File: config.mk
export PLATFORM = sky130hd
export DESIGN_NAME = load_store_unit
export DESIGN_NICKNAME = d
export VERILOG_FILES = /design/src/rtl/cpu_types_pkg.sv /design/src/rtl/lsu_lane_align.sv /design/src/rtl/load_store_unit.sv
export SDC_FILE = /design/constraint.sdc
export NUM_CORES = 1
export LEC_CHECK = 0
export BUFFER_PORTS_ARGS = -buffer_cell sky130_fd_sc_hd__buf_2
export CORE_AREA = 10 10 144 146
export CTS_CLUSTER_SIZE = 28
export DETAILED_ROUTE_END_ITERATION = 7
export DIE_AREA = 0 0 154 156
export PLACE_DENSITY = 0.76
export SYNTH_ARGS = -nofsm -noshare
export SYNTH_HDL_FRONTEND = slang
export SYNTH_HIERARCHICAL = 1
export SYNTH_SLANG_ARGS = --single-unit
File: constraint.sdc
create_clock -name clk -period 2.5 [get_ports clk]
set_clock_uncertainty 0.05 [all_clocks]
set_input_delay 0.125 -clock clk [delete_from_list [all_inputs] [get_ports clk]]
set_output_delay 0.125 -clock clk [all_outputs]
set_load 0.01 [all_outputs]
File: src/rtl/cpu_types_pkg.sv
// rtl/cpu_types_pkg.sv - shared CPU types: memory access sizes and LSU states
package cpu_types;

  typedef enum logic [1:0] {
    MEM_BYTE     = 2'd0,
    MEM_HALFWORD = 2'd1,
    MEM_WORD     = 2'd2
  } memory_mask_t;

  typedef enum logic [1:0] {
    IDLE   = 2'd0,
    FIRST  = 2'd1,
    SECOND = 2'd2,
    RESP   = 2'd3
  } lsu_state_t;

  function automatic int mask_bytes(memory_mask_t m);
    case (m)
      MEM_BYTE:     return 1;
      MEM_HALFWORD: return 2;
      default:      return 4;
    endcase
  endfunction

endpackage

File: src/rtl/lsu_lane_align.sv
// rtl/lsu_lane_align.sv - byte-lane placement of store data and extraction/extension of load data
module lsu_lane_align
  import cpu_types::*;
#(
  parameter int XLEN = 32
) (
  input  logic [$clog2(XLEN/8)-1:0] off,
  input  memory_mask_t              mask,
  input  logic                      second,
  input  logic                      sext,
  input  logic [XLEN-1:0]           wdata,
  input  logic [XLEN-1:0]           low,
  input  logic [XLEN-1:0]           high,
  output logic [XLEN/8-1:0]         byte_enable,
  output logic [XLEN-1:0]           lane_wdata,
  output logic [XLEN-1:0]           rdata
);
  localparam int NB = XLEN / 8;

  logic [2*NB-1:0]   size_bits;
  logic [2*NB-1:0]   be_wide;
  logic [2*XLEN-1:0] wd_wide;
  logic [XLEN-1:0]   rd_shift;
  logic [$clog2(XLEN/8)+2:0] bit_off;

  assign bit_off = {off, 3'b000};

  // Shifting into a double-width field yields both bus beats at once:
  // the low half is the first beat, the high half is the spill-over beat.
  always_comb begin
    size_bits = '0;
    case (mask)
      MEM_BYTE:     size_bits[0]   = 1'b1;
      MEM_HALFWORD: size_bits[1:0] = 2'b11;
      default:      size_bits[3:0] = 4'hF;
    endcase
    be_wide     = size_bits << off;
    wd_wide     = {{XLEN{1'b0}}, wdata} << bit_off;
    byte_enable = second ? be_wide[2*NB-1:NB] : be_wide[NB-1:0];
    lane_wdata  = second ? wd_wide[2*XLEN-1:XLEN] : wd_wide[XLEN-1:0];
  end

  always_comb begin
    rd_shift = XLEN'({high, low} >> bit_off);
    case (mask)
      MEM_BYTE:     rdata = sext ? XLEN'(signed'(rd_shift[7:0]))  : XLEN'(rd_shift[7:0]);
      MEM_HALFWORD: rdata = sext ? XLEN'(signed'(rd_shift[15:0])) : XLEN'(rd_shift[15:0]);
      default:      rdata = sext ? XLEN'(signed'(rd_shift[31:0])) : XLEN'(rd_shift[31:0]);
    endcase
  end

endmodule

File: src/rtl/load_store_unit.sv
// rtl/load_store_unit.sv - load/store unit: request latch, bus sequencing FSM, response registers
module load_store_unit
  import cpu_types::*;
#(
  parameter int XLEN             = 32,
  parameter int ADDR_WIDTH       = 32,
  parameter int ALLOW_MISALIGNED = 1
) (
  input  logic                  clk,
  input  logic                  rst_n,
  input  logic                  req_valid,
  output logic                  req_ready,
  input  logic                  req_we,
  input  memory_mask_t          req_mask,
  input  logic                  req_sext,
  input  logic [ADDR_WIDTH-1:0] req_addr,
  input  logic [XLEN-1:0]       req_wdata,
  output logic                  resp_valid,
  output logic [XLEN-1:0]       resp_rdata,
  output logic                  resp_err,
  output logic                  mem_valid,
  input  logic                  mem_ready,
  output logic                  mem_we,
  output logic [ADDR_WIDTH-1:0] mem_addr,
  output logic [XLEN/8-1:0]     mem_byte_enable,
  output logic [XLEN-1:0]       mem_wdata,
  input  logic [XLEN-1:0]       mem_rdata
);
  localparam int NB    = XLEN / 8;
  localparam int OFF_W = $clog2(NB);

  lsu_state_t            state, state_next;
  logic                  we_q, sext_q, split_q, resp_err_q;
  memory_mask_t          mask_q;
  logic [ADDR_WIDTH-1:0] addr_q, base_addr;
  logic [XLEN-1:0]       wdata_q, low_q, resp_rdata_q;
  logic [OFF_W-1:0]      req_off;
  logic                  req_split, fault, finish, second;
  logic [NB-1:0]         lane_be;
  logic [XLEN-1:0]       lane_wdata, lane_rdata, low_in;

  assign req_off   = req_addr[OFF_W-1:0];
  assign req_split = (int'(req_off) + mask_bytes(req_mask)) > NB;
  assign fault     = req_split && (ALLOW_MISALIGNED == 0);
  assign base_addr = {addr_q[ADDR_WIDTH-1:OFF_W], {OFF_W{1'b0}}};
  assign second    = (state == SECOND);
  // The final beat's data goes straight into the result without waiting a cycle.
  assign low_in    = (state == FIRST) ? mem_rdata : low_q;
  assign finish    = mem_ready && (((state == FIRST) && !split_q) || (state == SECOND));

  lsu_lane_align #(.XLEN(XLEN)) u_align (
    .off         (addr_q[OFF_W-1:0]),
    .mask        (mask_q),
    .second      (second),
    .sext        (sext_q),
    .wdata       (wdata_q),
    .low         (low_in),
    .high        (mem_rdata),
    .byte_enable (lane_be),
    .lane_wdata  (lane_wdata),
    .rdata       (lane_rdata)
  );

  always_ff @(posedge clk or negedge rst_n) begin
    if (!rst_n) begin
      state        <= IDLE;
      we_q         <= 1'b0;
      sext_q       <= 1'b0;
      split_q      <= 1'b0;
      mask_q       <= MEM_BYTE;
      addr_q       <= '0;
      wdata_q      <= '0;
      low_q        <= '0;
      resp_err_q   <= 1'b0;
      resp_rdata_q <= '0;
    end else begin
      state <= state_next;
      if (state == IDLE && req_valid) begin
        we_q    <= req_we;
        sext_q  <= req_sext;
        split_q <= req_split;
        mask_q  <= req_mask;
        addr_q  <= req_addr;
        wdata_q <= req_wdata;
        if (fault) begin
          resp_err_q   <= 1'b1;
          resp_rdata_q <= '0;
        end
      end
      if (state == FIRST && mem_ready) low_q <= mem_rdata;
      if (finish) begin
        resp_err_q   <= 1'b0;
        resp_rdata_q <= we_q ? '0 : lane_rdata;
      end
    end
  end

  always_comb begin
    state_next      = state;
    req_ready       = 1'b0;
    resp_valid      = 1'b0;
    mem_valid       = 1'b0;
    mem_we          = 1'b0;
    mem_addr        = '0;
    mem_byte_enable = '0;
    mem_wdata       = '0;
    case (state)
      IDLE: begin
        req_ready = 1'b1;
        if (req_valid) state_next = fault ? RESP : FIRST;
      end
      FIRST, SECOND: begin
        mem_valid       = 1'b1;
        mem_we          = we_q;
        mem_addr        = second ? base_addr + ADDR_WIDTH'(NB) : base_addr;
        mem_byte_enable = lane_be;
        mem_wdata       = lane_wdata;
        if (mem_ready) state_next = ((state == FIRST) && split_q) ? SECOND : RESP;
      end
      RESP: begin
        resp_valid = 1'b1;
        state_next = IDLE;
      end
      default: state_next = IDLE;
    endcase
  end

  assign resp_rdata = resp_rdata_q;
  assign resp_err   = resp_err_q;

endmodule
==> results.md, run 1 <==
- Most frequent cells in the layout: buf_2, mux2_2, dfrtp_1
- Reg2reg setup slack: -20 ps
- Crit path time final: 2780 ps
- Worst-path clk slew: 60 ps
- Leading cell type in the layout, fill and taps excluded: buf_2
- H-tree depth: 4
- Final net count: 1271
- Chip width: 154 µm
- CTS tree: done
- First-pass GRT wire length: 43600 µm
- Crit path DAT: 2600 ps
- Drt drc: 0
- Vias/cell: 5.64
- Antenna violations before repair: 0
- Clock sink count: 135
- Yosys warns: 6
- Num rows: 49
- Cells after DPL: 1246
- Total wire length: 28100 µm
- Worst hold path class: in -> reg
- Initial Util: 47.9%
- Predominant post-synthesis flop cell: dfrtp_1
- Final setup violation count: 24
- Routed Antenna Nets: 0
- Global Route Usage Sum: 22.1%
- Leakage: 5.47 nW
- Pre-antenna DRT Iters: 5
- Clk buf depth: 2
- Vias: 7897
- CTS buffer count: 17
- Post-synth top area share: 39.5%
- Setup TNS Final: -3750 ps
- DR iter-0 viols: 579
- RSZ-0062 raised after global routing: true
- EDFF count, synth: 0
- Worst setup SP type: flop
- Synth Instances: 838
- Clock Latency Late Sink: 420 ps
- Max cap viols: 0
- Wirelength per Cell: 20.1 µm
- Distinct cells, synth: 46
- Synth area leader: dfrtp_1
- Synth Cell Area: 8550 µm²
- Status: finished, violations left
- Fin. Hold Viols: 0
- Pre-CTS setup slack: 43.0 ps
- Critical setup path kind: reg -> out
- Die H: 156 µm
- Slew at the pin closest to its max-slew limit: 785 ps
- Slowest cell on crit path: or4_4
- Clock root buffer: clkbuf_16
- Critical path cell sequence: inv_2 > ha_4 > nand4_4 > or4_4 > buf_8 > or4_1 > a21oi_1 > buf_2
- Failing checks: setup timing
- Worst path bufs/invs: 3
- Critical Path Fanout Max: 5
- Achievable frequency: 360 MHz
- Vias in the first global route: 8153
- Worst path required time: 2330 ps
- Critical Path Sink Type: output port
- Routability Congestion: 0.925
- Final worst slack: -277 ps
- Io pins: 209
- Power Density: 1410 nW/µm²
- Final Max Tran Viols: 0
- Core Area: 17800 µm²
- CP top delay family: simple AND/OR/NAND/NOR gates
- Post-synthesis register bit count: 135
- Remaining Overflow, GRT: 0
- Largest cells by area after synthesis: dfrtp_1, mux2_2, mux2i_1, o21ai_0, mux4_2
- Largest net degree at the start of global routing: 66
- Area growth syn-to-layout: 40.2%
- Fin cells: 1401
- Sequential area share after synthesis: 39.5%
- Post-DP HPWL: 18000 µm
- Slew HR: 47.7%
- Share of layout cells above drive strength 1: 42.0%
- Die Area: 24000 µm²
- Worst IR Drop VDD: 0.787 mV
- IO Port Bufs: 205
- Worst path max stage delay: 590 ps
- Synth async-reset ratio: 100%
- Syn avg cell area: 10.2 µm²
- Final Cycle Share: 111%
==> per-stage QoR <==
stage	utilization, %	hold slack (ps)	power [mW]	instance area (µm²)
finish	67.2	29.2	16.9	12000
global route	67.2	43.5	18.0	12000
CTS	65.8	16.6	16.3	11700
detailed placement	55.8	119	13.3	9950
global placement	55.8	106	13.1	9950
floorplan	-	-221	10.3	8580
==> report_power, final <==
part / leakage [nW] / internal, mW / switching, mW
clock: 0.295 / 1.76 / 1.00
combinational: 3.54 / 4.76 / 5.13
sequential: 1.64 / 3.25 / 1.03
total: 5.47 / 9.77 / 7.16
==> registers in the layout, summed over array words and instances, names as in the netlist <==
| name | count |
|---|---|
| sext_q | 1 |
| wdata_q | 32 |
| split_q | 1 |
| resp_rdata | 32 |
| state | 2 |
| low_q | 32 |
| we_q | 1 |
| addr_q | 32 |
| mask_q | 2 |
==> kinds of logic (layout without fill, tap and decap cells) <==
logic type / Yosys count / in the layout / synth area share [%]
AO/OA/AOI/OAI: 159 / 159 / 11.0
XOR/XNOR: 10 / 10 / 1.02
adder cells (fa/ha/maj): 9 / 9 / 1.41
buffers and inverters: 76 / 406 / 4.07
flip-flops: 135 / 135 / 39.5
multiplexers: 203 / 203 / 27.9
other: 1 / 5 / 0.0439
AND/OR/NAND/NOR: 245 / 245 / 15.1
==> layer usage <==
layer / vias to the layer above / track usage (%) / routed length (µm)
li1: 3640 / - / -
met1: 3834 / 27.3 / 11600
met2: 355 / 36.1 / 13700
met3: 68 / 6.04 / 2060
met4: 0 / 8.41 / 702
met5: - / 0 / 0
==> final timing paths <==
kind | from | to | cells past startpoint
max | state[0]$_DFFE_PN0P_ | mem_addr[25] | 8
min | req_valid | state[1]$_DFFE_PN0P_ | 3
max reg2reg | state[0]$_DFFE_PN0P_ | resp_rdata[20]$_DFFE_PN0P_ | 11
min reg2reg | resp_rdata[27]$_DFFE_PN0P_ | resp_rdata[27]$_DFFE_PN0P_ | 2
max in group asynchronous | rst_n | resp_rdata[9]$_DFFE_PN0P_ | 3
min in group asynchronous | rst_n | low_q[11]$_DFFE_PN0P_ | 2
==> cell usage after synthesis (6+ instances only) <==
library cell and n:
a211oi_1 8, a21oi_1 39, a22o_1 8, and2_1 46, and3_1 6, buf_1 15, buf_2 7, buf_4 10
clkbuf_1 29, dfrtp_1 135, ha_1 8, inv_1 11, mux2_2 140, mux2i_1 49, mux4_2 14, nand2_1 77
nand2b_1 33, nand3_1 9, nand4_1 6, nor2_1 30, o21ai_0 71, o22ai_1 9, o2bb2ai_1 9, o31ai_1 9
or3_1 9, or4_1 12, xor2_1 6
==> worst reg2reg max path, stage by stage, from the launching register on <==
cell and delay (ps):
dfrtp_1 390, buf_4 150, ha_2 190, buf_12 150, mux2_4 330, mux2i_2 170
mux2i_1 150, o221ai_2 350, clkbuf_16 230, nand2_1 60, nand2b_1 80, o21ai_0 90
==> timing repair <==
item	CTS	global route
resized for setup	20	30
buffers inserted	5	15
pin swaps	7	14
hold endpoints to repair	163	0
hold buffers	101	0
cloned	1	2
endpoints found under the setup margin	43	61
==> layout make-up <==
class | count | area (µm²)
antenna | 2 | 5.00
clock buffer | 19 | 433
clock inverter | 12 | 203
fill | 1324 | 5860
inverter | 12 | 45.0
multi-input combinational | 629 | 5010
sequential | 135 | 3380
tap | 229 | 287
timing repair buffer | 363 | 2610
(Power assumes the default switching activity.)
==> run 2: changes to the inputs <==
Settings changed: CORE_AREA 10 10 144 146 to 4 4 126 128, DIE_AREA 0 0 154 156 to 0 0 130 132, PLACE_DENSITY 0.76 to 0.86.
Clock period 2.5 ns to 3.35 ns, I/O delays scaled along.
==> results.md, run 2 (synthesized netlist as in run 1, its figures left out) <==
- Status: finished, final reports clean (was finished, violations left)
- Total wire length: 25500 µm (was 28100 µm)
- Fin cells: 1319 (was 1401)
- Largest net degree at the start of global routing: 99 (was 66)
- Critical Path Fanout Max: 18 (was 5)
- Area growth syn-to-layout: 33.1% (was 40.2%)
- Share of layout cells above drive strength 1: 37.1% (was 42.0%)
- Achievable frequency: 322 MHz
- Clock sink count: 135 (unchanged)
- Slew HR: 39.5% (was 47.7%)
- Setup TNS Final: 0 ps (was -3750 ps)
- Pre-antenna DRT Iters: 6 (was 5)
- Die Area: 17200 µm² (was 24000 µm²)
- Pre-CTS setup slack: 529 ps (was 43.0 ps)
- H-tree depth: 4 (unchanged)
- Antenna violations before repair: 0 (unchanged)
- DR iter-0 viols: 593 (was 579)
- RSZ-0062 raised after global routing: false (was true)
- Vias in the first global route: 7926 (was 8153)
- Max cap viols: 0 (unchanged)
- Slowest cell on crit path: or4_4 (unchanged)
- Worst-path clk slew: 60 ps (about the same)
- Die H: 132 µm (was 156 µm)
- Worst IR Drop VDD: 0.678 mV (was 0.787 mV)
- Initial Util: 57.5% (was 47.9%)
- Worst setup SP type: flop (unchanged)
- Worst hold path class: in -> reg (unchanged)
- Slew at the pin closest to its max-slew limit: 908 ps (was 785 ps)
- Most frequent cells in the layout: buf_2, mux2_2, dfrtp_1 (unchanged)
- Clock root buffer: clkbuf_16 (unchanged)
- Routed Antenna Nets: 0 (unchanged)
- Crit path time final: 3100 ps
- Final Max Tran Viols: 0 (unchanged)
- Final worst slack: 245 ps (was -277 ps)
- Vias: 7872 (was 7897)
- Final net count: 1229 (was 1271)
- Worst path required time: 3130 ps (was 2330 ps)
- Leading cell type in the layout, fill and taps excluded: buf_2 (unchanged)
- Crit path DAT: 2890 ps (was 2600 ps)
- First-pass GRT wire length: 40600 µm (was 43600 µm)
- Critical Path Sink Type: output port (unchanged)
- Worst path max stage delay: 640 ps (was 590 ps)
- Io pins: 209 (unchanged)
- Vias/cell: 5.97 (was 5.64)
- Critical setup path kind: reg -> out (unchanged)
- Clock Latency Late Sink: 420 ps (about the same)
- Setup Buffers After CTS: 0 (was 5)
- Routability Congestion: 0.883 (was 0.925)
- Power Density: 1070 nW/µm² (was 1410 nW/µm²)
- Cells after DPL: 1184 (was 1246)
- CTS buffer count: 17 (unchanged)
- Clk buf depth: 2 (unchanged)
- Final setup violation count: 0 (was 24)
- Fin. Hold Viols: 0 (unchanged)
- WHS: 103 ps (was 29.2 ps)
- Core Area: 14900 µm² (was 17800 µm²)
- Chip width: 130 µm (was 154 µm)
- Global Route Usage Sum: 29.7% (was 22.1%)
- Drt drc: 0 (unchanged)
- Remaining Overflow, GRT: 0 (unchanged)
- Final Cycle Share: 92.7%
- Wirelength per Cell: 19.4 µm (was 20.1 µm)
- IO Port Bufs: 205 (unchanged)
- Leakage: 5.23 nW (was 5.47 nW)
- Post-DP HPWL: 15600 µm (was 18000 µm)
- CTS tree: done (unchanged)
- Critical path cell sequence: inv_1 > ha_1 > nand4_2 > or4_4 > or4_1 > a21oi_1 > buf_2 (was inv_2 > ha_4 > nand4_4 > or4_4 > buf_8 > or4_1 > a21oi_1 > buf_2)
- Design Power: 12.1 mW (was 16.9 mW)
- Num rows: 45 (was 49)
-- run 2: cell count changes in the layout (fill, tap and decap cells not counted), sizes merged --
cell	before	now
buf	260	220
bufinv	5	7
clkbuf	21	19
clkinv	4	6
clkinvlp	4	1
-- run 2: final cells by class --
type	count	area, µm²
fillers	903	3480
clock buffers	19	443
well taps	188	235
clock inverters	13	250
inverters	12	45.0
repair buffers	321	2170
flip-flops and latches	135	3380
multi-input cells	629	4850
diodes	2	5.00
-- run 2: report_power, final --
part / switching [mW] / leakage [nW] / internal [mW]
registers: 0.887 / 1.64 / 2.42
logic: 3.49 / 3.26 / 3.12
clock network: 0.728 / 0.337 / 1.49
-- run 2: layer usage --
metal	track usage (%)	wire length [µm]	part of all wire, %
met1	37.5	9980	39
met2	48.7	12500	49
met3	6.69	2100	8.2
met4	12.9	989	3.9
met5	0	0	0
-- run 2: worst max-delay path, delay by kind of cell (launching register included) --
family | cells | cell delay (ps)
AO/OA/AOI/OAI | 1 | 190
buffers and inverters | 2 | 300
flip-flops | 1 | 410
adder cells (fa/ha/maj) | 1 | 190
AND/OR/NAND/NOR | 3 | 1380
-- run 2: repair_timing --
| action | 4_1_cts | 5_1_grt |
|---|---|---|
| endpoints found under the setup margin | 0 | 3 |
| endpoints found under the hold margin | 196 | 0 |
| resized for setup | 0 | 2 |
| hold buffers | 101 | 0 |
-- run 2: final timing paths --
check | from | end | slack [ps] | cells past startpoint
setup / recovery | state[0]$_DFFE_PN0P_ | mem_addr[31] | 250 | 7
hold / removal | req_valid | state[1]$_DFFE_PN0P_ | 100 | 3
setup reg to reg | state[1]$_DFFE_PN0P_ | resp_rdata[21]$_DFFE_PN0P_ | 420 | 11
hold reg to reg | resp_rdata[11]$_DFFE_PN0P_ | resp_rdata[11]$_DFFE_PN0P_ | 420 | 2
max in group asynchronous | rst_n | wdata_q[9]$_DFFE_PN0P_ | 2000 | 3
min in group asynchronous | rst_n | addr_q[18]$_DFFE_PN0P_ | 350 | 2
-- run 2: through the flow --
stage	instance area, µm²	util, %
after detailed placement	9660	65.0
after global placement	9660	65.0
after CTS	11400	76.5
after global routing	11400	76.5
after floorplan	8560	-
final	11400	76.6
==> run 3: changes to the inputs <==
Settings changed: ABC_AREA from default to 1, SYNTH_HIERARCHICAL 1 to default.
==> results.md, run 3 <==
- Status: finished, final reports clean (unchanged)
- Wirelength per Cell: 16.8 µm (was 19.4 µm)
- Crit path DAT: 2690 ps (was 2890 ps)
- DR iter-0 viols: 1258 (was 593)
- Clock sink count: 135 (unchanged)
- Post-DP HPWL: 19700 µm (was 15600 µm)
- Sw Pwr: 5.68 mW (was 5.10 mW)
- Core Area: 14900 µm² (unchanged)
- Leading cell type in the layout, fill and taps excluded: nand2_1 (was buf_2)
- Routability Congestion: 0.978 (was 0.883)
- Achievable frequency: 345 MHz (was 322 MHz)
- CTS buffer count: 17 (unchanged)
- Die Area: 17200 µm² (unchanged)
- Most common cell in the netlist: nand2_1 (was mux2_2)
- Final worst slack: 447 ps (was 245 ps)
- Global Route Usage Sum: 34.0% (was 29.7%)
- Sw Share: 50.1% (was 42.1%)
- Vias in the first global route: 9664 (was 7926)
- Distinct cells, synth: 39 (was 46)
- Post-cts gate resize count: 0 (unchanged)
- Internal power: 5.65 mW (was 7.03 mW)
- Critical Path Fanout Max: 17 (was 18)
- EDFF count, synth: 0 (unchanged)
- Most frequent cells in the layout: nand2_1, buf_2, o21ai_0 (was buf_2, mux2_2, dfrtp_1)
- H-tree depth: 4 (unchanged)
- Largest net degree at the start of global routing: 76 (was 99)
- Leakage: 5.92 nW (was 5.23 nW)
- Slew at the pin closest to its max-slew limit: 784 ps (was 908 ps)
- Worst path required time: 3130 ps (about the same)
- IO Port Bufs: 205 (unchanged)
- Final Max Tran Viols: 0 (unchanged)
- Post-layout util: 75.0% (was 76.6%)
- RSZ-0062 raised after global routing: false (unchanged)
- Post-synthesis register bit count: 135 (unchanged)
- Worst-path clk slew: 60 ps (about the same)
- Sequential area share after synthesis: 39.3% (was 39.5%)
- Critical Path Sink Type: output port (unchanged)
- Yosys warns: 0 (was 6)
- WHS: 11.4 ps (was 103 ps)
- Final Cycle Share: 86.6% (was 92.7%)
- Synth Instances: 1308 (was 838)
- Largest cells by area after synthesis: dfrtp_1, nand2_1, o21ai_0, nor2_1, inv_1 (was dfrtp_1, mux2_2, mux2i_1, o21ai_0, mux4_2)
- Critical Path End: mem_wdata[24] (was mem_addr[31])
- Clock Latency Late Sink: 420 ps (about the same)
- Clock root buffer: clkbuf_16 (unchanged)
- Pre-antenna DRT Iters: 6 (unchanged)
- Clk buf depth: 2 (unchanged)
- Clock power share: 16.4% (was 18.3%)
- Die H: 132 µm (unchanged)
- Max cap viols: 0 (unchanged)
- Antenna violations before repair: 0 (unchanged)
- Io pins: 209 (unchanged)
- Crit path time final: 2900 ps (was 3100 ps)
- Cell Area, Placed: 9680 µm² (was 9660 µm²)
- Worst setup SP type: flop (unchanged)
- Fin. Hold Viols: 0 (unchanged)
- Synth async-reset ratio: 100% (unchanged)
- Syn avg cell area: 6.58 µm² (was 10.2 µm²)
- Final net count: 1674 (was 1229)
- Synth Cell Area: 8610 µm² (was 8550 µm²)
- Worst IR Drop VDD: 0.628 mV (was 0.678 mV)
- Num rows: 45 (unchanged)
- Routed Antenna Nets: 0 (unchanged)
- Drt drc: 0 (unchanged)
- Design area: 11200 µm² (was 11400 µm²)
- Chip width: 130 µm (unchanged)
- Post-synth top area share: 39.3% (was 39.5%)
- Critical path cell sequence: inv_1 > ha_1 > buf_4 > nor2_1 > o21ai_0 > a21oi_1 > buf_2 (was inv_1 > ha_1 > nand4_2 > or4_4 > or4_1 > a21oi_1 > buf_2)
- Reg-to-Reg Start: state[0]$_DFFE_PN0P_ (was state[1]$_DFFE_PN0P_)
- Final setup violation count: 0 (unchanged)
- Predominant post-synthesis flop cell: dfrtp_1 (unchanged)
- Reg2reg setup slack: 770 ps (was 420 ps)
- Vias: 10.2k (was 7872)
- Worst path bufs/invs: 3 (was 2)
- Initial Util: 57.9% (was 57.5%)
- Area growth syn-to-layout: 29.6% (was 33.1%)
- Slowest cell on crit path: nor2_1 (was or4_4)
- Worst hold path class: in -> reg (unchanged)
- Number of stages on the worst setup path: 7 (unchanged)
- Synth cell count leaders: nand2_1, o21ai_0, dfrtp_1 (was mux2_2, dfrtp_1, nand2_1)
- Combinational fraction of design power: 57.5% (was 54.5%)
- Crit Reg-Reg Endpoint: resp_rdata[1]$_DFFE_PN0P_ (was resp_rdata[21]$_DFFE_PN0P_)
- First-pass GRT wire length: 47000 µm (was 40600 µm)
- Setup TNS Final: 0 ps (unchanged)
- Pre-CTS setup slack: 866 ps (was 529 ps)
- Slew HR: 47.5% (was 39.5%)
- Vias/cell: 5.77 (was 5.97)
- Share of layout cells above drive strength 1: 17.6% (was 37.1%)
- CP startpoint: state[0]$_DFFE_PN0P_ (unchanged)
- CTS tree: done (unchanged)
- R2R depth: 9 (was 11)
- Worst path max stage delay: 630 ps (was 640 ps)
- Critical setup path kind: reg -> out (unchanged)
- CP top delay family: simple AND/OR/NAND/NOR gates (unchanged)
- Total wire length: 29600 µm (was 25500 µm)
- Power Density: 1020 nW/µm² (was 1070 nW/µm²)
- Remaining Overflow, GRT: 0 (unchanged)
- Sequential power share: 26.1% (was 27.2%)
- Synth area leader: dfrtp_1 (unchanged)
run 3: layer usage:
layer / global-route usage (%) / share of wire, % / vias up
met5: 0 / 0 / -
met4: 18.1 / 5.4 / 0
met3: 8.06 / 11 / 130
met2: 55.4 / 48 / 722
met1: 41.4 / 36 / 4605
li1: - / - / 4711
run 3: tightest hold or removal path: cells and delay by family:
family          cells  cell delay (ps)
compound gates      1               80
buf+inv             2              180
run 3: worst min-delay path by stage:
stage	from	to	slack, ps	cells past startpoint
4_1_cts	mem_rdata[7]	low_q[7]$_DFFE_PN0P_	3	3
6_report	mem_rdata[7]	low_q[7]$_DFFE_PN0P_	10	3
2_1_floorplan	rst_n	addr_q[0]$_DFFE_PN0P_	-180	0
5_1_grt	mem_rdata[15]	low_q[15]$_DFFE_PN0P_	20	3
3_5_place_dp	rst_n	low_q[10]$_DFFE_PN0P_	200	1
3_3_place_gp	rst_n	low_q[26]$_DFFE_PN0P_	200	1
run 3: timing repair:
action | in CTS | in global routing
hold buffers | 89 | 0
buffers inserted | 0 | 0
endpoints found under the hold margin | 162 | 0
run 3: power by group through the flow:
stage / combinational [mW] / clock, mW / sequential, mW
2_1_floorplan: 4.22 / 0 / 2.85
3_3_place_gp: 6.06 / 0 / 2.92
3_5_place_dp: 6.19 / 0 / 2.94
4_1_cts: 6.33 / 1.86 / 2.93
5_1_grt: 7.18 / 1.94 / 3.04
6_report: 6.52 / 1.85 / 2.96
run 3: through the flow:
step / power (mW) / instances
floorplan: 7.07 / 1310
detailed placement: 9.14 / 1641
global placement: 8.99 / 1641
finish: 11.3 / 1762
global route: 12.2 / 1761
CTS: 11.1 / 1761
run 3: final cells by class:
type / count / area, µm²
multi-input cells: 981 / 4450
fillers: 1111 / 3710
flip-flops and latches: 135 / 3380
repair buffers: 311 / 2080
clock buffers: 24 / 482
inverters: 115 / 432
well taps: 188 / 235
clock inverters: 7 / 95.1
diodes: 1 / 2.50
run 3: cell families after synthesis:
logic type / share of synthesized area [%]
AOI/OAI and AO/OA: 17.5
xor gates and xnor gates: 0.305
adders and majority gates: 1.40
buffers and inverters: 9.10
DFF: 39.3
muxes: 0.262
other: 0.0436
and+or+nand+nor: 32.1
